===== src/rtl/lcd_bus_pkg.sv =====
// Shared encodings for the LCD bus sequencer: entry kinds, FIFO entry width, FSM states.
package lcd_bus_pkg;

    localparam logic [1:0] KIND_CMD   = 2'b00;
    localparam logic [1:0] KIND_DATA  = 2'b01;
    localparam logic [1:0] KIND_DELAY = 2'b10;
    localparam logic [1:0] KIND_FILL  = 2'b11;

    localparam int unsigned ENTRY_W = 18;

    typedef enum logic [2:0] {
        ST_RST_LOW,
        ST_RST_WAIT,
        ST_IDLE,
        ST_SETUP,
        ST_WR_LOW,
        ST_WR_HIGH,
        ST_DELAY
    } state_t;

endpackage


===== src/rtl/lcd_bus_fifo.sv =====
// Synchronous first-word-fall-through FIFO with registered occupancy and its next value.
module lcd_bus_fifo
    import lcd_bus_pkg::*;
#(
    parameter int unsigned WIDTH = ENTRY_W,
    parameter int unsigned DEPTH = 16,
    localparam int unsigned LVL_W = $clog2(DEPTH) + 1,
    localparam int unsigned PTR_W = $clog2(DEPTH)
) (
    input  logic             clk,
    input  logic             rst,
    input  logic             push_i,
    input  logic             pop_i,
    input  logic [WIDTH-1:0] wdata_i,
    output logic [WIDTH-1:0] rdata_o,
    output logic             empty_o,
    output logic [LVL_W-1:0] level_o,
    output logic [LVL_W-1:0] level_nxt_o
);

    logic [WIDTH-1:0] mem_q [DEPTH];
    logic [PTR_W-1:0] wr_ptr_q, rd_ptr_q;
    logic [LVL_W-1:0] level_q, level_d;
    logic             full, do_push, do_pop;

    assign full    = (level_q == LVL_W'(DEPTH));
    assign empty_o = (level_q == '0);
    assign do_push = push_i & ~full;
    assign do_pop  = pop_i & ~empty_o;

    always_comb begin
        level_d = level_q + LVL_W'(do_push) - LVL_W'(do_pop);
    end

    always_ff @(posedge clk) begin
        if (rst) begin
            wr_ptr_q <= '0;
            rd_ptr_q <= '0;
            level_q  <= '0;
        end else begin
            if (do_push) wr_ptr_q <= wr_ptr_q + PTR_W'(1);
            if (do_pop)  rd_ptr_q <= rd_ptr_q + PTR_W'(1);
            level_q <= level_d;
        end
    end

    always_ff @(posedge clk) begin
        if (do_push) mem_q[wr_ptr_q] <= wdata_i;
    end

    assign rdata_o     = mem_q[rd_ptr_q];
    assign level_o     = level_q;
    assign level_nxt_o = level_d;

endmodule


===== src/rtl/lcd_bus_sequencer.sv =====
// 8080-style LCD write engine: entry FIFO, panel reset sequence, WR strobe timing.
// Define LCD_BUS_FILL_EN to enable fill entries (repeat last data word).
module lcd_bus_sequencer
    import lcd_bus_pkg::*;
#(
    parameter int unsigned BUS_W          = 16,
    parameter int unsigned FIFO_DEPTH     = 16,
    parameter int unsigned WR_LOW_CYC     = 2,
    parameter int unsigned WR_HIGH_CYC    = 2,
    parameter int unsigned DELAY_PRESCALE = 50,
    parameter int unsigned RST_CYC        = 500,
    localparam int unsigned LVL_W = $clog2(FIFO_DEPTH) + 1
) (
    input  logic             clk,
    input  logic             rst,
    input  logic             in_valid,
    output logic             in_ready,
    input  logic [1:0]       in_kind,
    input  logic [15:0]      in_payload,
    output logic             lcd_cs,
    output logic             lcd_rs,
    output logic             lcd_wr,
    output logic             lcd_rd,
    output logic             lcd_rst,
    output logic [BUS_W-1:0] lcd_data,
    output logic [LVL_W-1:0] fifo_level,
    output logic             busy
);

    state_t             state_q, state_d;
    logic [31:0]        cnt_q, cnt_d;
    logic [15:0]        word_q, word_d;
    logic               data_q, data_d;
    logic               lo_q, lo_d;
`ifdef LCD_BUS_FILL_EN
    logic [15:0]        last_q, last_d;
    logic [15:0]        rep_q, rep_d;
`endif

    logic               lcd_cs_q, lcd_cs_d, lcd_rs_q, lcd_rs_d;
    logic               lcd_wr_q, lcd_wr_d, lcd_rst_q, lcd_rst_d;
    logic [BUS_W-1:0]   lcd_data_q, lcd_data_d;
    logic               in_ready_q, in_ready_d, busy_q, busy_d;
    logic [15:0]        beat_w;

    logic               pop, fifo_empty;
    logic [ENTRY_W-1:0] fifo_rdata;
    logic [LVL_W-1:0]   level_nxt;
    logic [1:0]         e_kind;
    logic [15:0]        e_pay;

    assign e_kind = fifo_rdata[17:16];
    assign e_pay  = fifo_rdata[15:0];

    lcd_bus_fifo #(
        .WIDTH (ENTRY_W),
        .DEPTH (FIFO_DEPTH)
    ) u_fifo (
        .clk         (clk),
        .rst         (rst),
        .push_i      (in_valid & in_ready_q),
        .pop_i       (pop),
        .wdata_i     ({in_kind, in_payload}),
        .rdata_o     (fifo_rdata),
        .empty_o     (fifo_empty),
        .level_o     (fifo_level),
        .level_nxt_o (level_nxt)
    );

    always_ff @(posedge clk) begin
        if (rst) begin
            state_q    <= ST_RST_LOW;
            cnt_q      <= RST_CYC - 1;
            word_q     <= '0;
            data_q     <= 1'b0;
            lo_q       <= 1'b0;
`ifdef LCD_BUS_FILL_EN
            last_q     <= '0;
            rep_q      <= '0;
`endif
            lcd_cs_q   <= 1'b1;
            lcd_rs_q   <= 1'b1;
            lcd_wr_q   <= 1'b1;
            lcd_rst_q  <= 1'b0;
            lcd_data_q <= '0;
            in_ready_q <= 1'b1;
            busy_q     <= 1'b1;
        end else begin
            state_q    <= state_d;
            cnt_q      <= cnt_d;
            word_q     <= word_d;
            data_q     <= data_d;
            lo_q       <= lo_d;
`ifdef LCD_BUS_FILL_EN
            last_q     <= last_d;
            rep_q      <= rep_d;
`endif
            lcd_cs_q   <= lcd_cs_d;
            lcd_rs_q   <= lcd_rs_d;
            lcd_wr_q   <= lcd_wr_d;
            lcd_rst_q  <= lcd_rst_d;
            lcd_data_q <= lcd_data_d;
            in_ready_q <= in_ready_d;
            busy_q     <= busy_d;
        end
    end

    always_comb begin
        state_d = state_q;
        cnt_d   = cnt_q;
        word_d  = word_q;
        data_d  = data_q;
        lo_d    = lo_q;
        pop     = 1'b0;
`ifdef LCD_BUS_FILL_EN
        last_d  = last_q;
        rep_d   = rep_q;
`endif
        case (state_q)
            ST_RST_LOW: begin
                if (cnt_q == '0) begin
                    state_d = ST_RST_WAIT;
                    cnt_d   = RST_CYC - 1;
                end else cnt_d = cnt_q - 32'd1;
            end
            ST_RST_WAIT: begin
                if (cnt_q == '0) state_d = ST_IDLE;
                else             cnt_d   = cnt_q - 32'd1;
            end
            ST_IDLE: begin
                if (!fifo_empty) begin
                    pop  = 1'b1;
                    lo_d = 1'b0;
                    case (e_kind)
                        KIND_CMD: begin
                            state_d = ST_SETUP;
                            word_d  = e_pay;
                            data_d  = 1'b0;
                        end
                        KIND_DATA: begin
                            state_d = ST_SETUP;
                            word_d  = e_pay;
                            data_d  = 1'b1;
`ifdef LCD_BUS_FILL_EN
                            last_d  = e_pay;
`endif
                        end
                        KIND_DELAY: begin
                            if (e_pay != '0) begin
                                state_d = ST_DELAY;
                                cnt_d   = 32'(e_pay) * 32'(DELAY_PRESCALE) - 32'd1;
                            end
                        end
                        KIND_FILL: begin
`ifdef LCD_BUS_FILL_EN
                            if (e_pay != '0) begin
                                state_d = ST_SETUP;
                                word_d  = last_q;
                                data_d  = 1'b1;
                                rep_d   = e_pay - 16'd1;
                            end
`endif
                        end
                        default: ;
                    endcase
                end
            end
            ST_SETUP: begin
                state_d = ST_WR_LOW;
                cnt_d   = WR_LOW_CYC - 1;
            end
            ST_WR_LOW: begin
                if (cnt_q == '0) begin
                    state_d = ST_WR_HIGH;
                    cnt_d   = WR_HIGH_CYC - 1;
                end else cnt_d = cnt_q - 32'd1;
            end
            ST_WR_HIGH: begin
                // Second byte and fill repeats re-enter SETUP without an IDLE pop cycle
                if (cnt_q != '0) begin
                    cnt_d = cnt_q - 32'd1;
                end else if (BUS_W == 8 && data_q && !lo_q) begin
                    lo_d    = 1'b1;
                    state_d = ST_SETUP;
                end
`ifdef LCD_BUS_FILL_EN
                else if (rep_q != '0) begin
                    rep_d   = rep_q - 16'd1;
                    lo_d    = 1'b0;
                    state_d = ST_SETUP;
                end
`endif
                else begin
                    state_d = ST_IDLE;
                end
            end
            ST_DELAY: begin
                if (cnt_q == '0) state_d = ST_IDLE;
                else             cnt_d   = cnt_q - 32'd1;
            end
            default: state_d = ST_RST_LOW;
        endcase
    end

    always_comb begin
        if (BUS_W == 8) beat_w = (data_d && !lo_d) ? {8'h00, word_d[15:8]} : {8'h00, word_d[7:0]};
        else            beat_w = word_d;
        lcd_cs_d   = !(state_d inside {ST_SETUP, ST_WR_LOW, ST_WR_HIGH});
        lcd_wr_d   = (state_d != ST_WR_LOW);
        lcd_rst_d  = (state_d != ST_RST_LOW);
        lcd_rs_d   = lcd_rs_q;
        lcd_data_d = lcd_data_q;
        if (state_d == ST_SETUP) begin
            lcd_rs_d   = data_d;
            lcd_data_d = beat_w[BUS_W-1:0];
        end
        in_ready_d = (level_nxt != LVL_W'(FIFO_DEPTH));
        busy_d     = !(state_d == ST_IDLE && level_nxt == '0);
    end

    assign lcd_cs   = lcd_cs_q;
    assign lcd_rs   = lcd_rs_q;
    assign lcd_wr   = lcd_wr_q;
    assign lcd_rd   = 1'b1;
    assign lcd_rst  = lcd_rst_q;
    assign lcd_data = lcd_data_q;
    assign in_ready = in_ready_q;
    assign busy     = busy_q;

endmodule


===== config.mk =====
export PLATFORM = sky130hd
export DESIGN_NAME = lcd_bus_sequencer
export DESIGN_NICKNAME = d
export VERILOG_FILES = /design/src/rtl/lcd_bus_pkg.sv /design/src/rtl/lcd_bus_fifo.sv /design/src/rtl/lcd_bus_sequencer.sv
export SDC_FILE = /design/constraint.sdc
export NUM_CORES = 1
export LEC_CHECK = 0
export CORE_ASPECT_RATIO = 1.1
export CORE_MARGIN = 10
export CORE_UTILIZATION = 60
export CTS_BUF_LIST = sky130_fd_sc_hd__clkbuf_16
export DETAILED_ROUTE_END_ITERATION = 7
export PLACE_DENSITY = 0.79
export SETUP_SLACK_MARGIN = 0.05
export SKIP_CTS_REPAIR_TIMING = 1
export SLEW_MARGIN = 10
export SYNTH_ARGS = -nofsm -noshare
export SYNTH_HDL_FRONTEND = slang
export SYNTH_SLANG_ARGS = --single-unit

===== constraint.sdc =====
create_clock -name clk -period 8.05 [get_ports clk]
set_input_delay 1.61 -clock clk [delete_from_list [all_inputs] [get_ports clk]]
set_output_delay 1.61 -clock clk [all_outputs]
set_load 0.01 [all_outputs]

# Yosys cells after proc, flatten, opt, wreduce, memory -nomap -nowiden
# Memory sizes are Yosys's and may differ from the RTL's. A register that Yosys moved wholly into a read port is not among the register bits.
# Cells that the tools add are included.
[totals] mem_count=1 reg_bits=87 in_bits=21 ramBits=288
[op_classes] n_eq_ne=20 mux=28 bitwise_logic=5 reduce_logical=16 multipliers=1 addsub=6
[memory_table] name="u_fifo.mem_q" words=16 width=18 rd=1 rd_clocked_by_memory_dff=1 wr=1 line_no="lcd_bus_fifo.sv:21" text="logic [WIDTH-1:0] mem_q [DEPTH];"
[ops] op="32-bit 2-to-1 mux" count=7
[ops] op="32-bit one-hot mux with 6 select lines" count=1
[ops] op="16-bit 2-to-1 mux" count=3
[ops] op="32-bit logical NOT" count=1
[ops] op="32-bit nonzero test" count=1
[ops] op="32-bit by 1-bit subtractor with 32-bit output (second input constant)" count=1
[ops] op="22-bit by 1-bit subtractor with 23-bit output (second input constant)" count=1
[ops] op="16-bit by 5-bit multiplier with 21-bit output (second input constant)" count=1
[ops] op="3-bit 2-to-1 mux" count=6
[ops] op="3-bit one-hot mux with 6 select lines" count=1
[ops] op="16-bit nonzero test" count=1
[ops] op="3-bit equality test (second input constant)" count=5
[ops] op="3-bit by 2-bit equality test with 1-bit output (second input constant)" count=4
[ops] op="5-bit logical NOT" count=2
[ops] op="2-bit != test (second input constant)" count=5
[ops] op="4-bit by 1-bit adder with 4-bit output (second input constant)" count=2
[ops] op="4-bit 2-to-1 mux" count=2
[ops] op="1-bit 2-to-1 mux" count=6
[ops] op="3-bit one-hot mux with 2 select lines" count=1
[ops] op="6-bit AND reduction" count=1
[ops] op="3-bit nonzero test" count=2
[ops] op="6-bit nonzero test" count=1
[ops] op="5-bit by 1-bit adder with 5-bit output" count=1
[ops] op="5-bit equality test (second input constant)" count=1
[ops] op="14 further kinds" count=19

# Depth between registers and ports, before layout
# Gate-level depths: netlist (run 1).
[logic_depth] ltp_word=8 depth_mapped=24 mapped_depth_nobuf=19

# By module
# Synthesis (run 1) repeated with hierarchy kept, for this count alone.
[hier_totals] hier_cells=1267 hier_area_um2=17349.1
[modules_own_cells] mod="lcd_bus_fifo" cells_per_inst=547 instances=1 area_each_um2=11780.0 seq_area_each_um2=8988.6
[modules_own_cells] mod="lcd_bus_sequencer" cells_per_inst=720 instances=1 area_each_um2=5569.1 seq_area_each_um2=1141.1

# Worst setup path after synthesis (run 1)
# No wires, ideal clock.
[synth_path] kind="reg-to-reg" start="register with a tool-made name" end="register cnt_q[21]" synth_period_minus_slack_ns=6.583 stages_incl_launch_ff=24 setup_time_ns=0.079 arrival_time_ns=6.504 slack_ns=1.467 path_cell_list="dfxtp_1 buf_2 buf_1 buf_1 mux4_2 mux4_2 inv_1 ha_1 ha_1 inv_1 fa_1 inv_1 ha_1 clkbuf_1 a21oi_1 and2_1 clkbuf_1 nand2_1 o41ai_1 and4b_1 nor3_1 nand3_1 or4b_1 o211ai_1"
[synth_lines] item="to (signal assigned)" line_no="lcd_bus_sequencer.sv:73" text="cnt_q <= RST_CYC - 1;"
[synth_lines] item="to (signal assigned)" line_no="lcd_bus_sequencer.sv:90" text="cnt_q <= cnt_d;"
[synth_lines] item="to (decl)" line_no="lcd_bus_sequencer.sv:31" text="logic [31:0] cnt_q, cnt_d;"

==> results.toml, run 1 <==
[run_status]
status = "finished clean"

[worst_setup_path]
reg2reg_setup_slack_ns = 1.44
startpoint_type = "register"
crit_path_frequent_cell = "ha_1"
critPathTopFamily = "simple AND/OR/NAND/NOR gates"
cp_num_buf_inv = 2
slowest_stage = "dfxtp_4"
crit_type = "reg2reg"
required_ns = 8.51
arrival_ns = 7.07
critPathMaxStageDelay_ns = 1.04
path_cells = "mux4_2 > mux4_2 > ha_1 > ha_1 > inv_1 > fa_1 > inv_1 > ha_1 > a211o_1 > or2_2 > nor4_1 > a211oi_1 > and3_1 > nor3_1 > nand4_1 > or4_1 > a21oi_1"
critPathMaxFanout = 53
end_kind = "register"

[die]
start_util = 0.6057
dieArea_um2 = 36110
fp.dieH_um = 198.3
ios = 49
core_um2 = 28630
die_x_um = 182.1
row_count = 65

[route]
wl_um = 41500
drt_first_pass_iters = 5
wire_per_inst_um = 24.10
vias = 11059
ant_nets = 0
via_per_inst = 6.422
drt_iter0_drc = 943
drc = 0

[logic_synthesis]
syn_inst = 1287
yosys_register_bits = 362
synth_edf_count = 288
syn_avg_cell_area_um2 = 13.47
synth_warnings = 0
syn_area_um2 = 17340
synth_cell_types = 75
async_reset_ff_frac = 0
synth_nets = 1397
yosysSeqAreaShare = 0.5842
synthFlopType = "edfxtp_1"

[sta]
period_needed_ns = 6.615
clock_skew_ns = 0.02216
max_slew_margin = 0.2874
setup_viol = 0
fin_setup_tns_ns = 0
timing.fmax_mhz = 151.2
drv_slew = 0
grt_setup_unrepaired = "no"
tightest_slew_ns = 1.069
post-route-period-util = 0.8217
hold_viol = 0

[flow_run]
drv_cap = 0

[finish]
seq_area_um2 = 10140
nets = 1435
multi_input_area_um2 = 6693
final_layout_size_suffix_gt1_frac = 0.1477
final_area_um2 = 19530
final_cell_count_no_fill = 1722
layout_common_cells = "edfxtp_1 (288), nor2_1 (88), nand2_1 (87)"
synthToLayoutAreaGrowth_pct = 12.65
antennaDiodeCount = 0
fill_cells = 1926
final_common_cell = "edfxtp_1"

[placed_design]
dp_cells = 1654
dp_hpwl_um = 24730
port_buffers = 47
placed_area_um2 = 18240
place.gp.congestion = 0.8690

[min_path]
hold_start = "lcd_data[2]"
hold_path.class = "reg2reg"

[clock_tree]
cts-htree-levels = 2
cts_tree = "done"
clock-sinks = 362
cts_made_buffers = 37
clockBufferDepth = 3
cts_root_buffer = "clkbuf_16"
insertion_delay_ns = 0.54
path_clk_slew_ns = 0.06

[pwr]
leakagePower_nw = 6.782
report.power.total_mw = 6.837
power_density_nw_per_um2 = 350.0
peakVddDrop_mv = 0.2625

[global_route]
gr-usage-met2 = 0.4116
use_met1 = 0.2812
first_global_vias = 11145
grt_antenna_before_repair = 0
grt_overflow = 0
grt_max_degree = 61
busiest_layer = "met2"
grt_usage = 0.2316
grt_pass1_wl_um = 64960
grt_use_met3 = 0.03669
-- worst min-delay path, cell delays in order, from the launching register on --
cell	delay, ns
dfxtp_1	0.31
nand2_1	0.05
a21oi_1	0.05
-- registers in the layout, indices dropped and copies added, names as in the netlist, 3 cells and up, named ones only --
name / flops
u_fifo.rd_ptr_q: 4
state_q: 3
lcd_data: 16
cnt_q: 32
u_fifo.mem_q: 288
u_fifo.level_o: 5
u_fifo.wr_ptr_q: 4
-- layout make-up --
| type | instances | area share |
|---|---|---|
| sequential | 362 | 0.5189 |
| tap | 368 | 0.02357 |
| multi-input combinational | 775 | 0.3426 |
| clock inverter | 30 | 0.01736 |
| inverter | 77 | 0.01480 |
| timing repair buffer | 72 | 0.03408 |
| clock buffer | 38 | 0.04868 |
-- per-layer routing --
layer,vias to the layer above,routed length [um]
met1,5501,15640
li1,4976,-
met5,-,0
met3,89,2904
met4,0,1285
met2,493,21670
-- Yosys cell counts (3+ instances only) --
| cell type | number | share of area |
|---|---|---|
| xor2_1 | 16 | 0.0081 |
| o211a_1 | 3 | 0.0017 |
| o21bai_1 | 3 | 0.0013 |
| a211o_1 | 3 | 0.0015 |
| or2_2 | 3 | 0.0011 |
| o21ai_0 | 54 | 0.016 |
| clkbuf_1 | 56 | 0.012 |
| nand2_1 | 87 | 0.019 |
| or3_1 | 5 | 0.0018 |
| a211oi_1 | 12 | 0.0052 |
| mux4_2 | 81 | 0.11 |
| mux2_2 | 3 | 0.0019 |
| nor4_1 | 12 | 0.0043 |
| nor3b_1 | 5 | 0.0022 |
| nor3_1 | 32 | 0.0092 |
| dfxtp_1 | 74 | 0.085 |
| and4_1 | 4 | 0.0020 |
| nand2b_1 | 13 | 0.0047 |
| mux4_1 | 6 | 0.0091 |
| o211ai_1 | 5 | 0.0022 |
| buf_1 | 12 | 0.0026 |
| xnor2_1 | 22 | 0.011 |
| or4_1 | 9 | 0.0039 |
| a31oi_1 | 8 | 0.0029 |
| a21oi_1 | 66 | 0.019 |
| nor2_1 | 100 | 0.022 |
| a22oi_1 | 9 | 0.0039 |
| o221ai_1 | 3 | 0.0015 |
| fa_1 | 12 | 0.014 |
| inv_1 | 76 | 0.016 |
| o22ai_1 | 8 | 0.0029 |
| and2_1 | 6 | 0.0022 |
| nor4b_1 | 3 | 0.0015 |
| mux2i_1 | 8 | 0.0046 |
| o21a_1 | 4 | 0.0017 |
| nor2b_1 | 5 | 0.0018 |
| and3_1 | 10 | 0.0036 |
| ha_1 | 77 | 0.056 |
| a21o_1 | 6 | 0.0026 |
| o31ai_1 | 3 | 0.0013 |
| edfxtp_1 | 288 | 0.50 |
| nand4_1 | 13 | 0.0047 |
| nand3_1 | 20 | 0.0058 |
-- kinds of logic (layout without fill, tap and decap cells) --
| family | count (synthesis) | in the layout | synth area share |
|---|---|---|---|
| flip-flops | 362 | 362 | 0.5842 |
| AND/OR/NAND/NOR | 336 | 336 | 0.09503 |
| AO/OA/AOI/OAI | 213 | 213 | 0.07742 |
| buffers and inverters | 150 | 217 | 0.03370 |
| multiplexers | 98 | 98 | 0.1209 |
| adder cells (fa/ha/maj) | 89 | 89 | 0.06941 |
| XOR/XNOR | 38 | 38 | 0.01919 |
| other | 1 | 1 | 0.0002163 |
-- per-stage QoR --
stage / worst slack [ns] / hold WS (ns) / util
CTS: 1.400 / 0.4574 / 0.6823
global route: 0.9476 / 0.4841 / 0.6823
global placement: 1.582 / 0.4442 / 0.6373
floorplan: 1.467 / 0.4612 / -
detailed placement: 1.442 / 0.4494 / 0.6373
finish: 1.435 / 0.4564 / 0.6823
-- worst paths after layout --
kind,end,depth (start not counted)
min,lcd_data[2],2
max,cnt_q[30],17
max reg2reg,cnt_q[30],17
min reg2reg,lcd_data[2],2
-- power by group --
part / internal [mW] / total [mW] / switching [mW]
combinational: 1.10 / 2.88 / 1.79
clock: 1.09 / 1.81 / 0.720
sequential: 2.11 / 2.14 / 0.0378
Power figures use the tool's default switching activity.
==> run 2: changes to the inputs <==
==> constraint.sdc (replaced) <==
create_clock -name clk -period 6.4 [get_ports clk]
set_input_delay 1.28 -clock clk [delete_from_list [all_inputs] [get_ports clk]]
set_output_delay 1.28 -clock clk [all_outputs]
set_load 0.01 [all_outputs]
==> run 2 against run 1 <==
First-iteration DRC count increased by 12%. Sequential cell count unchanged. Worst setup slack got worse by 1.0 ns. Die area unchanged. Via count rose by 0.44%. Clock skew grew 0.0073 ns. Critical endpoint is now cnt_q[24]. Non-clock buffer count grew 10. Total power up 22%. Combinational power up 28%.
==> results.toml, run 2 (synthesis gave the netlist of run 1 again) <==
[run_status]
status = "finished clean"

[pwr]
p_sw_mw = 3.176
peakVddDrop_mv = 0.4992
power_density_nw_per_um2 = 430.6
seq_power_share = 0.322
intPower_mw = 5.195
sw_frac_of_total = 0.3794
pwr-share-clk = 0.238
power.share.combinational = 0.440
leakagePower_nw = 6.768

[clock_tree]
cts_made_buffers = 37
insertion_delay_ns = 0.53
path_clk_slew_ns = 0.06
cts_tree = "done"
cts-htree-levels = 2
cts_root_buffer = "clkbuf_16"
clockBufferDepth = 3
clock-sinks = 362

[worst_setup_path]
slowest_stage = "or4_1"
required_ns = 6.85
startpoint_type = "register"
rr_worst_depth = 17
critPathMaxStageDelay_ns = 0.74
crit_type = "reg2reg"
critPathMaxFanout = 12
r2r_end = "cnt_q[24]"
arrival_ns = 6.45
path_cells = "buf_6 > mux4_2 > mux4_2 > ha_1 > ha_1 > inv_1 > fa_1 > inv_1 > ha_1 > a211o_1 > o311ai_1 > nand2_1 > a211o_1 > a21oi_1 > xnor2_1 > or4_1 > a21oi_1"
reg2reg_setup_slack_ns = 0.40
crit_path_frequent_cell = "ha_1"
end_kind = "register"

[die]
row_count = 65
dieArea_um2 = 36110
fp.dieH_um = 198.3
die_x_um = 182.1
core_um2 = 28630
start_util = 0.6057
ios = 49

[placed_design]
place.gp.congestion = 0.8693
dp_cells = 1664
dp_hpwl_um = 25570
port_buffers = 47

[route]
drc = 0
wl_um = 41700
drt_first_pass_iters = 5
wire_per_inst_um = 24.11
vias = 11108
ant_nets = 0
via_per_inst = 6.421
drt_iter0_drc = 1057

[min_path]
hold_start = "lcd_data[14]"
hold_path.class = "reg2reg"
min_to = "lcd_data[14]"
hold-path-cell-count = 2

[finish]
largest_register_ffs = 288
synthToLayoutAreaGrowth_pct = 12.12
top_register = "u_fifo.mem_q"
layout_common_cells = "edfxtp_1 (288), inv_1 (89), nor2_1 (88)"
final_layout_size_suffix_gt1_frac = 0.1477
nets = 1445
final_cell_count_no_fill = 1730
fill_cells = 1943
final_common_cell = "edfxtp_1"

[sta]
max_slew_margin = 0.3891
drv_slew = 0
grt_setup_unrepaired = "no"
clock_skew_ns = 0.02949
setup_viol = 0
hold_viol = 0
timing.fmax_mhz = 166.6
period_needed_ns = 6.001
post-route-period-util = 0.9377
fin_setup_tns_ns = 0
tightest_slew_ns = 0.9164

[global_route]
grt_usage = 0.2316
grt_antenna_before_repair = 3
grt_pass1_wl_um = 64670
grt_overflow = 0
grt_max_degree = 69
first_global_vias = 11018

[flow_run]
drv_cap = 0
==> run 2: cell types whose count changed in the layout (fill, tap and decap cells not counted), moves of 3 or more <==
cell       before  now
buf_4          24   32
inv_1          82   89
bufinv_16       7    1
clkinv_2        7    4
==> run 2: per-layer routing <==
metal | part of all wire | wire length [um] | global-route usage
met2 | 0.52 | 21800 | 0.4083
met1 | 0.37 | 15400 | 0.2792
met5 | 0 | 0 | 0
met3 | 0.070 | 2931 | 0.03669
met4 | 0.038 | 1570 | 0.09165
==> run 2: through the flow <==
| stage | utilization | cell area [um^2] | power (mW) | worst slack (ns) | hold WS (ns) |
|---|---|---|---|---|---|
| after detailed placement | 0.6402 | 18330 | 6.370 | 0.3515 | 0.4484 |
| after floorplan | - | 17350 | 5.501 | 0.06557 | 0.4612 |
| after global routing | 0.6792 | 19440 | 8.912 | 0.06273 | 0.4824 |
| after global placement | 0.6402 | 18330 | 6.270 | 0.5417 | 0.4422 |
| after CTS | 0.6789 | 19440 | 8.365 | 0.3133 | 0.4566 |
| final | 0.6792 | 19440 | 8.371 | 0.3986 | 0.4534 |
==> run 2: worst max path at each step <==
stage                  start         to  slack [ns]  cells past startpoint
global placement    register  cnt_q[30]        0.54                     17
global route        register  cnt_q[27]        0.06                     17
floorplan           register  cnt_q[21]        0.07                     23
finish              register  cnt_q[24]        0.40                     17
detailed placement  register  cnt_q[25]        0.35                     17
CTS                 register  cnt_q[24]        0.31                     17
==> run 2: area by class of cell <==
cell class	count	area, um^2	share of cell area
well taps	368	460.4	0.02368
multi-input cells	775	6688	0.3440
repair buffers	82	757.0	0.03893
clock inverters	28	183.9	0.009460
inverters	77	289.0	0.01487
diodes	1	2.502	0.0001287
clock buffers	37	925.9	0.04762
flip-flops and latches	362	10140	0.5213
==> run 2: worst max-delay path, delay by kind of cell (launching register included) <==
family,cells,cell delay [ns]
flops,1,0.48
simple gates,2,0.91
fa+ha+maj,4,1.50
mux,2,1.11
buf+inv,3,0.34
compound gates,5,1.46
xor+xnor,1,0.12
==> run 2: power by group through the flow <==
stage | clock network [mW] | registers [mW] | logic (mW)
after global routing | 2.10 | 2.70 | 4.11
after floorplan | 0 | 2.73 | 2.77
after CTS | 2.01 | 2.70 | 3.65
after global placement | 0 | 2.73 | 3.54
after detailed placement | 0 | 2.74 | 3.63
final | 1.99 | 2.70 | 3.68
==> run 3: changes to the inputs <==
--- a/config.mk
+++ b/config.mk
@@ -8,7 +8,7 @@
 export CORE_ASPECT_RATIO = 1.1
 export CORE_MARGIN = 10
 export CORE_UTILIZATION = 60
-export CTS_BUF_LIST = sky130_fd_sc_hd__clkbuf_16
+export CTS_BUF_LIST = sky130_fd_sc_hd__clkbuf_8
 export DETAILED_ROUTE_END_ITERATION = 7
 export PLACE_DENSITY = 0.79
 export SETUP_SLACK_MARGIN = 0.05
==> run 3 against run 2 <==
First-iteration DRC count shrank 19%. Cell count grew 2.3%. Worst hold slack is essentially flat. Cell area grew 0.36%. Die area is the same. Sequential cell count is the same. Sequential power is essentially flat. Global-route usage shrank 1.3 points. Critical endpoint is now cnt_q[30]. Clock power is essentially flat. Via count shrank 0.70%. Highest routed layer unchanged. Register-to-register slack gained 0.04 ns.
==> results.toml, run 3 (synthesis gave the netlist of run 1 again) <==
[finish]
nets = 1466
seq_area_um2 = 10140
fill_cells = 1940
top_register = "u_fifo.mem_q"
final_layout_size_suffix_gt1_frac = 0.1685
largest_register_ffs = 288
multi_input_area_um2 = 6688
synthToLayoutAreaGrowth_pct = 12.53
layout_common_cells = "edfxtp_1 (288), inv_1 (91), nor2_1 (88)"
final_common_cell = "edfxtp_1"

[route]
drt_first_pass_iters = 7
drc = 0
via_per_inst = 6.232
ant_nets = 0
drt_iter0_drc = 860
wire_per_inst_um = 22.24
wl_um = 39360
vias = 11030

[worst_setup_path]
critPathTopFamily = "adder cells"
path_depth = 17
rr_worst_depth = 17
critPathMaxStageDelay_ns = 0.75
arrival_ns = 6.49
required_ns = 6.92
end_kind = "register"
crit_type = "reg2reg"
startpoint_type = "register"
cp_num_buf_inv = 2
path_cells = "buf_4 > mux4_2 > mux4_2 > inv_1 > ha_1 > ha_1 > fa_1 > ha_1 > nand2b_1 > a21oi_1 > o311ai_1 > nand2_1 > a211o_1 > a21oi_1 > xnor2_1 > or4_1 > a21oi_1"
critPathMaxFanout = 12
slowest_stage = "or4_1"

[sta]
worst_hold_slack_ns = 0.4531
max_slew_margin = 0.3976
drv_slew = 0
setup_ws_ns = 0.4354
period_needed_ns = 5.965
setup_viol = 0
grt_setup_unrepaired = "no"
tightest_slew_ns = 0.9036
clock_skew_ns = 0.01516
hold_viol = 0
fin_setup_tns_ns = 0
timing.fmax_mhz = 167.7
post-route-period-util = 0.9320

[placed_design]
dp_slack_ns = 0.3515
port_buffers = 47
place.gp.congestion = 0.8693
dp_hpwl_um = 25570

[pwr]
report.power.total_mw = 8.350
power_density_nw_per_um2 = 427.9
leakagePower_nw = 6.848
peakVddDrop_mv = 0.3457

[clock_tree]
cts_tree = "done"
clockBufferDepth = 3
cts_root_buffer = "clkbuf_8"
cts-htree-levels = 2
cts_made_buffers = 58
clock-sinks = 362
insertion_delay_ns = 0.60
path_clk_slew_ns = 0.06

[run_status]
status = "finished clean"

[flow_run]
drv_cap = 0

[min_path]
hold-path-cell-count = 2
hold_path.class = "reg2reg"

[global_route]
grt_usage = 0.2186
grt_max_degree = 69
grt_antenna_before_repair = 2
grt_overflow = 0
grt_pass1_wl_um = 62070
first_global_vias = 11117

[die]
ios = 49
core_um2 = 28630
start_util = 0.6057
row_count = 65
die_x_um = 182.1
dieArea_um2 = 36110
fp.dieH_um = 198.3
[run 3: changes by cell type in the layout (fill, tap and decap cells not counted), sizes merged]
cell	delta
bufinv	+3
clkbuf	+27
clkinv	+9
clkinvlp	-1
inv	+2
[run 3: cell type report]
type,instances,share of cell area
Clock buffer,64,0.04514
Inverter,77,0.01481
Clock inverter,41,0.01533
Antenna cell,1,0.0001282
Tap cell,368,0.02360
Timing Repair Buffer,82,0.03879
Sequential cell,362,0.5195
Multi-Input combinational cell,775,0.3427
[run 3: report_power, final]
| part | total, mW | switching (mW) | internal [mW] |
|---|---|---|---|
| Clock | 1.98 | 0.897 | 1.08 |
| Sequential | 2.69 | 0.0451 | 2.65 |
| Combinational | 3.67 | 2.23 | 1.45 |
[run 3: worst register-to-register path, cell delays in order (launching register included)]
cell and delay (ns):
dfxtp_4 0.47, buf_4 0.29, mux4_2 0.53, mux4_2 0.56, inv_1 0.14, ha_1 0.24
ha_1 0.32, fa_1 0.46, ha_1 0.39, nand2b_1 0.17, a21oi_1 0.15, o311ai_1 0.47
nand2_1 0.17, a211o_1 0.28, a21oi_1 0.17, xnor2_1 0.12, or4_1 0.75, a21oi_1 0.21
[run 3: path summary, 6_finish.rpt]
kind / start / end / slack [ns]
worst min register to register: lcd_data[2] / lcd_data[2] / 0.45
worst max-delay path: register / cnt_q[30] / 0.44
worst max register to register: register / cnt_q[30] / 0.44
worst min-delay path: lcd_data[2] / lcd_data[2] / 0.45
[run 3: per-stage QoR]
stage / area, um^2 / util / std cells
2_1_floorplan: 17350 / - / 1287
3_3_place_gp: 18330 / 0.6402 / 1664
3_5_place_dp: 18330 / 0.6402 / 1664
4_1_cts: 19510 / 0.6814 / 1769
5_1_grt: 19510 / 0.6816 / 1770
6_report: 19510 / 0.6816 / 1770
[run 3: routing by layer]
metal  up-vias  global-route usage  wire, um
li1       5040                   -         -
met2       440              0.3788     20250
met5         -                   0         0
met4         0             0.08773      1331
met3        88             0.03760      2580
met1      5462              0.2669     15190
